$ cat src/rtl/bridge_pkg.sv
// Types local to the RAM-to-bus read/write bridge.
package bridge_pkg;

  typedef enum logic {
    IDLE,
    WAIT_RESP
  } state_t;

  typedef enum logic [1:0] {
    NONE,
    SLV_ERR,
    TIMEOUT
  } err_cause_t;

endpackage

$ cat src/rtl/bus_pkg.sv
// Shared system-bus command and response codes (OCP-like encoding).
package bus_pkg;

  typedef enum logic [2:0] {
    CMD_IDLE = 3'd0,
    CMD_WR   = 3'd1,
    CMD_RD   = 3'd2
  } mcmd_t;

  typedef enum logic [1:0] {
    RESP_NULL = 2'b00,
    RESP_DVA  = 2'b01,
    RESP_ERR  = 2'b11
  } sresp_t;

endpackage

$ cat src/rtl/bus_if.sv
// OCP-like system bus with single-beat commands and responses.
interface Bus_if
  import bus_pkg::*;
#(
  parameter int ADDR_W = 32,
  parameter int DATA_W = 32
);
  mcmd_t                 MCmd;
  logic [ADDR_W-1:0]     MAddr;
  logic [DATA_W-1:0]     MData;
  logic                  MDataValid;
  logic [DATA_W/8-1:0]   MByteEn;
  logic                  MRespAccept;
  logic                  MReset_n;
  logic                  SCmdAccept;
  sresp_t                SResp;
  logic [DATA_W-1:0]     SData;

  modport master (output MCmd, MAddr, MData, MDataValid, MByteEn, MRespAccept, MReset_n,
                  input  SCmdAccept, SResp, SData);
  modport slave  (input  MCmd, MAddr, MData, MDataValid, MByteEn, MRespAccept, MReset_n,
                  output SCmdAccept, SResp, SData);
endinterface

$ cat src/rtl/ram_if.sv
// Stalling RAM-style core port; the bridge sits on the memory side.
interface Ram_if #(
  parameter int ADDR_W = 32,
  parameter int DATA_W = 32
);
  logic                  en;
  logic                  we;
  logic [ADDR_W-1:0]     addr;
  logic [DATA_W/8-1:0]   be;
  logic [DATA_W-1:0]     data_w;
  logic [DATA_W-1:0]     data_r;
  logic                  delay;

  modport memory (input en, we, addr, be, data_w, output data_r, delay);
  modport core   (output en, we, addr, be, data_w, input data_r, delay);
endinterface

$ cat src/rtl/bridge_timeout.sv
// Saturating response-wait counter; o_expire flags the last allowed cycle.
module bridge_timeout #(
  parameter int TIMEOUT_CYCLES = 256
) (
  input  logic clk,
  input  logic reset,
  input  logic i_clr,
  input  logic i_en,
  output logic o_expire
);

  localparam int CW = (TIMEOUT_CYCLES > 2) ? $clog2(TIMEOUT_CYCLES) : 1;
  localparam logic [CW-1:0] LAST = CW'((TIMEOUT_CYCLES > 0) ? TIMEOUT_CYCLES - 1 : 0);

  logic [CW-1:0] r_cnt;

  always_ff @(posedge clk) begin
    if (reset || i_clr) begin
      r_cnt <= '0;
    end else if (i_en && (r_cnt != '1)) begin
      r_cnt <= r_cnt + 1'b1;
    end
  end

  assign o_expire = (TIMEOUT_CYCLES > 0) && (r_cnt == LAST);

endmodule

$ cat src/rtl/bridge_ram2bus_rw.sv
// Read/write bridge from the stalling RAM port to the bus, with posted
// writes, back-to-back issue, slave-error handling and a response watchdog.
module bridge_ram2bus_rw
  import bridge_pkg::*;
  import bus_pkg::*;
#(
  parameter int ADDR_W         = 32,
  parameter int POSTED_WRITES  = 1,
  parameter int TIMEOUT_CYCLES = 256
) (
  input  logic              clk,
  input  logic              reset,
  Ram_if.memory             ram,
  Bus_if.master             bus,
  input  logic              err_clr,
  output logic              err,
  output logic              err_timeout,
  output logic [ADDR_W-1:0] err_addr
);

  state_t            r_state;
  logic [ADDR_W-1:0] r_pend_addr;
  logic              r_err;
  logic              r_err_to;
  logic [ADDR_W-1:0] r_err_addr;

  logic       w_wait, w_dva, w_serr, w_expire, w_done;
  logic       w_issue, w_acc, w_enter;
  err_cause_t w_cause;

  assign w_wait  = (r_state == WAIT_RESP);
  assign w_dva   = w_wait && (bus.SResp == RESP_DVA);
  assign w_serr  = w_wait && (bus.SResp == RESP_ERR);
  assign w_done  = w_dva || w_serr || (w_wait && w_expire);
  assign w_issue = ram.en && !reset && (!w_wait || w_done);
  assign w_acc   = w_issue && bus.SCmdAccept;
  assign w_enter = w_acc && (!ram.we || (POSTED_WRITES == 0));

  always_comb begin
    w_cause = NONE;
    if (w_done && !w_dva) begin
      w_cause = w_serr ? SLV_ERR : TIMEOUT;
    end
  end

  bridge_timeout #(
    .TIMEOUT_CYCLES(TIMEOUT_CYCLES)
  ) u_timeout (
    .clk      (clk),
    .reset    (reset),
    .i_clr    (!w_wait || w_enter),
    .i_en     (w_wait),
    .o_expire (w_expire)
  );

  assign bus.MReset_n    = ~reset;
  assign bus.MRespAccept = 1'b1;
  assign bus.MAddr       = ram.addr;
  assign bus.MByteEn     = ram.be;
  assign bus.MCmd        = !w_issue ? CMD_IDLE : (ram.we ? CMD_WR : CMD_RD);
  assign bus.MDataValid  = w_issue && ram.we;
  assign bus.MData       = bus.MDataValid ? ram.data_w : '0;

  // A refused command at done_now is already covered by the issue-not-accepted term.
  assign ram.delay  = !reset && ((w_wait && !w_done) || (w_issue && !bus.SCmdAccept));
  assign ram.data_r = (w_dva && !reset) ? bus.SData : '0;

  always_ff @(posedge clk) begin
    if (reset) begin
      r_state     <= IDLE;
      r_pend_addr <= '0;
      r_err       <= 1'b0;
      r_err_to    <= 1'b0;
      r_err_addr  <= '0;
    end else begin
      if (w_enter) begin
        r_state     <= WAIT_RESP;
        r_pend_addr <= ram.addr;
      end else if (w_done) begin
        r_state <= IDLE;
      end
      // A fresh error beats a simultaneous clear.
      if ((w_cause != NONE) && (!r_err || err_clr)) begin
        r_err      <= 1'b1;
        r_err_to   <= (w_cause == TIMEOUT);
        r_err_addr <= r_pend_addr;
      end else if (err_clr) begin
        r_err      <= 1'b0;
        r_err_to   <= 1'b0;
        r_err_addr <= '0;
      end
    end
  end

  assign err         = r_err;
  assign err_timeout = r_err_to;
  assign err_addr    = r_err_addr;

endmodule

$ cat src/flat_wrapper.sv
// flat-port wrapper written by rule: the top's interface ports become plain ports
module bridge_ram2bus_rw_flat import bridge_pkg::*; import bus_pkg::*;
#(
  parameter int ADDR_W         = 32,
  parameter int POSTED_WRITES  = 1,
  parameter int TIMEOUT_CYCLES = 256
)
  (clk, reset, err_clr, err, err_timeout, err_addr, ram_en, ram_we, ram_addr, ram_be, ram_data_w, ram_data_r, ram_delay, bus_MCmd, bus_MAddr, bus_MData, bus_MDataValid, bus_MByteEn, bus_MRespAccept, bus_MReset_n, bus_SCmdAccept, bus_SResp, bus_SData);
  Ram_if #(.ADDR_W(ADDR_W)) ram_i ();
  Bus_if #(.ADDR_W(ADDR_W)) bus_i ();
  input  logic clk;
  input  logic reset;
  input  logic err_clr;
  output logic err;
  output logic err_timeout;
  output logic [ADDR_W-1:0] err_addr;
  input wire logic [$bits(ram_i.en)-1:0] ram_en;
  input wire logic [$bits(ram_i.we)-1:0] ram_we;
  input wire logic [$bits(ram_i.addr)-1:0] ram_addr;
  input wire logic [$bits(ram_i.be)-1:0] ram_be;
  input wire logic [$bits(ram_i.data_w)-1:0] ram_data_w;
  output wire logic [$bits(ram_i.data_r)-1:0] ram_data_r;
  output wire logic [$bits(ram_i.delay)-1:0] ram_delay;
  output wire logic [$bits(bus_i.MCmd)-1:0] bus_MCmd;
  output wire logic [$bits(bus_i.MAddr)-1:0] bus_MAddr;
  output wire logic [$bits(bus_i.MData)-1:0] bus_MData;
  output wire logic [$bits(bus_i.MDataValid)-1:0] bus_MDataValid;
  output wire logic [$bits(bus_i.MByteEn)-1:0] bus_MByteEn;
  output wire logic [$bits(bus_i.MRespAccept)-1:0] bus_MRespAccept;
  output wire logic [$bits(bus_i.MReset_n)-1:0] bus_MReset_n;
  input wire logic [$bits(bus_i.SCmdAccept)-1:0] bus_SCmdAccept;
  input wire logic [$bits(bus_i.SResp)-1:0] bus_SResp;
  input wire logic [$bits(bus_i.SData)-1:0] bus_SData;
  assign ram_i.en = ram_en;
  assign ram_i.we = ram_we;
  assign ram_i.addr = ram_addr;
  assign ram_i.be = ram_be;
  assign ram_i.data_w = ram_data_w;
  assign ram_data_r = ram_i.data_r;
  assign ram_delay = ram_i.delay;
  assign bus_MCmd = bus_i.MCmd;
  assign bus_MAddr = bus_i.MAddr;
  assign bus_MData = bus_i.MData;
  assign bus_MDataValid = bus_i.MDataValid;
  assign bus_MByteEn = bus_i.MByteEn;
  assign bus_MRespAccept = bus_i.MRespAccept;
  assign bus_MReset_n = bus_i.MReset_n;
  assign bus_i.SCmdAccept = bus_SCmdAccept;
  assign bus_i.SResp = bus_SResp;
  assign bus_i.SData = bus_SData;
  bridge_ram2bus_rw #(.ADDR_W(ADDR_W), .POSTED_WRITES(POSTED_WRITES), .TIMEOUT_CYCLES(TIMEOUT_CYCLES)) u_core (.clk(clk), .reset(reset), .ram(ram_i), .bus(bus_i), .err_clr(err_clr), .err(err), .err_timeout(err_timeout), .err_addr(err_addr));
endmodule
$ cat config.mk
export PLATFORM = sky130hd
export DESIGN_NAME = bridge_ram2bus_rw_flat
export DESIGN_NICKNAME = d
export VERILOG_FILES = /design/src/rtl/bridge_pkg.sv /design/src/rtl/bus_pkg.sv /design/src/rtl/bus_if.sv /design/src/rtl/ram_if.sv /design/src/rtl/bridge_timeout.sv /design/src/rtl/bridge_ram2bus_rw.sv /design/src/flat_wrapper.sv
export SDC_FILE = /design/constraint.sdc
export NUM_CORES = 1
export LEC_CHECK = 0
export CAP_MARGIN = 20
export CORE_MARGIN = 3
export CORE_UTILIZATION = 37
export DETAILED_ROUTE_END_ITERATION = 7
export PLACE_DENSITY = 0.8
export SLEW_MARGIN = 15
export SYNTH_ARGS = -nofsm -noshare
export SYNTH_HDL_FRONTEND = slang
export SYNTH_HIERARCHICAL = 1
export SYNTH_SLANG_ARGS = --single-unit
$ cat constraint.sdc
create_clock -name clk -period 2.65 [get_ports clk]
set_clock_uncertainty 0.05 [all_clocks]
set_input_delay 0.3975 -clock clk [delete_from_list [all_inputs] [get_ports clk]]
set_output_delay 0.3975 -clock clk [all_outputs]
set_load 0.05 [all_outputs]
==> flow_summary.yaml <==
pwr:
  p_per_area_mw_per_mm2: 374
  finalPower_mw: 2.66
  p_leak_nw: 3.03
  max-vdd-ir-drop_v: 0.000316
cells_and_area:
  nets: 733
  design_area_sq_mm: 0.00712
  area_growth_pct: 79.2
  final_core_util_pct: 68.7
  drive_gt1_share_pct: 21.9
  final_cells: 766
die:
  io_pins: 249
  start_util_pct: 38.3
  die_area_sq_mm: 0.0120
  die_h_microns: 110
  core.rowCount: 37
  core-area_sq_mm: 0.0104
  fp.dieW_microns: 110
grt:
  overflow: 0
  grt_max_degree: 66
  grt.total_usage_pct: 20.0
  grt_pass1_vias: 3727
  antenna_found_initial: 1
  grt_pass1_wl_mm: 19.1
hold_path:
  hp-class: "reg2reg"
timing:
  fmax_mhz: 398
  post-route-period-util_pct: 94.9
  setup_viol: 0
  setup_ws_ns: 0.135
  hold_viol: 0
  whs_ns: 0.423
  fin_crit_ns: 2.51
  slew_headroom_pct: 56.7
  slew_violations: 0
  tightest_slew_ns: 0.650
  setup-tns-final_ns: 0
  rsz0062_at_grt: "false"
synth:
  synth_edf_count: 0
  synth-adder-area-share_pct: 0.315
  syn_area_per_cell_sq_um: 9.33
  ys_warn_count: 6
  synth_area_sq_mm: 0.00397
  ys_seq_area_share_pct: 37.8
  syn_inst: 426
  synth_compound_area_share_pct: 3.43
  ys_types: 45
  async_flop_share_pct: 0
  synth-xor-area-share_pct: 0
  ys.flop_type: "dfxtp_1"
  synth-seq-cells: 75
  synth.net_count: 535
  synth-simple-area-share_pct: 26.3
  synth_top_family_by_area: "simple AND/OR/NAND/NOR gates"
  synth.area.mux_share_pct: 17.2
detailed_routing:
  viasPerCell: 4.80
  dr.pass1.iters: 4
  antenna_left: 0
  wire_per_inst_microns: 16.5
  via_count: 3673
  routed_wl_mm: 12.7
  drc_errors: 0
  drt_iter0_drc: 76
placed_design:
  placed_area_sq_mm: 0.00683
  gp_congestion: 0.831
  dp_cells: 743
  hpwl_mm: 9.68
  port_buffers: 238
  dp_slack_ns: 0.0526
run_status:
  status: "completed"
clocking:
  cts_buffers: 9
  ctsRootBufferMaster: "clkbuf_8"
  htree_num_levels: 3
  cts_tree: "done"
  clockBufferDepth: 2
  cts.sinks: 75
  clk_pin_slew_ns: 0.09
  clk_latency_ns: 0.33
  holdBufCountCts: 0
critical_path:
  arrival_ns: 2.07
  start_kind: "flop"
  cp_data_required_time_ns: 2.20
  cp-end-kind: "primary output"
  worst-setup-path-type: "reg2out"
  crit_fanout: 8
job:
  cap_violations: 0
## cell usage after synthesis, types with 8 or more instances
| master | n | area share [%] |
|---|---|---|
| and2_1 | 42 | 6.6 |
| nand3b_1 | 33 | 6.2 |
| and2_4 | 22 | 4.8 |
| mux2i_1 | 67 | 17 |
| nand2_1 | 42 | 4.0 |
| buf_4 | 40 | 7.6 |
| dfxtp_1 | 75 | 38 |
| inv_1 | 37 | 3.5 |
| buf_6 | 8 | 2.3 |
| clkbuf_1 | 12 | 1.1 |
## final cells by class
type,instances,area (sq um)
clock buffer,9,124
inverter,37,139
timing repair buffer,247,3150
multi-input combinational,254,1950
clock inverter,7,82.6
antenna,1,2.50
sequential,75,1510
fill,782,3250
tap,136,170
## critical path: stages, from the launching register on
cell and delay [ns]:
dfxtp_2 0.35, ha_2 0.21, nand2_1 0.15, nor3_4 0.06
or3b_4 0.41, and4_4 0.21, and2_1 0.19, buf_12 0.15
## placed cells by master (no fill, tap or decap), types with 3 or more instances in the layout
cell type and instances:
and4_4 4, a2111oi_0 3, nand3b_1 33, buf_12 70, inv_6 3, nand2_1 42, and2_1 42, dfxtp_1 72
clkdlybuf4s50_1 168, clkbuf_8 9, buf_4 9, mux2i_1 67, and2_4 22, dfxtp_2 3, inv_1 36
## state kept, by name, summed over array words and instances (netlist names)
signal,cells
u_core/r_state,1
u_core/err_addr,32
u_core/err,1
u_core/err_timeout,1
u_core/u_timeout/r_cnt,8
u_core/r_pend_addr,32
## cells by family (layout without fill, tap and decap cells)
| family | count (synthesis) | after routing |
|---|---|---|
| simple gates | 162 | 165 |
| compound gates | 18 | 18 |
| buf+inv | 100 | 300 |
| flops | 75 | 75 |
| mux | 68 | 68 |
| fa+ha+maj | 1 | 1 |
| other cells | 2 | 3 |
## path summary, 6_finish.rpt
| path | start | endpoint | slack [ns] | cells after the start |
|---|---|---|---|---|
| worst max-delay path | u_core/u_timeout/r_cnt[0] | bus_MData[0] | 0.14 | 7 |
| worst min-delay path | u_core/r_pend_addr[20] | u_core/r_pend_addr[20] | 0.42 | 2 |
| worst max register to register | u_core/u_timeout/r_cnt[0] | u_core/u_timeout/r_cnt[4] | 0.21 | 10 |
| worst min register to register | u_core/r_pend_addr[20] | u_core/r_pend_addr[20] | 0.42 | 2 |
## what timing repair did
action / in CTS / in global routing
endpoints found under the setup margin: 35 / 36
cloned: 3 / 0
pin swaps: 2 / 1
resized for setup: 4 / 8
setup buffers: 3 / 0
## routing by layer
| layer | up-vias | global-route usage, % | part of all wire [%] |
|---|---|---|---|
| met3 | 17 | 4.82 | 7.7 |
| met2 | 156 | 37.4 | 54 |
| met1 | 1733 | 22.3 | 37 |
| li1 | 1767 | - | - |
| met4 | 0 | 5.79 | 1.7 |
| met5 | - | 0 | 0 |
## report_power, final
part / switching (mW) / total [mW] / internal (mW)
Sequential: 0.00718 / 1.15 / 1.14
Combinational: 0.299 / 0.602 / 0.302
Clock: 0.458 / 0.910 / 0.452
Power figures use the tool's default switching activity.
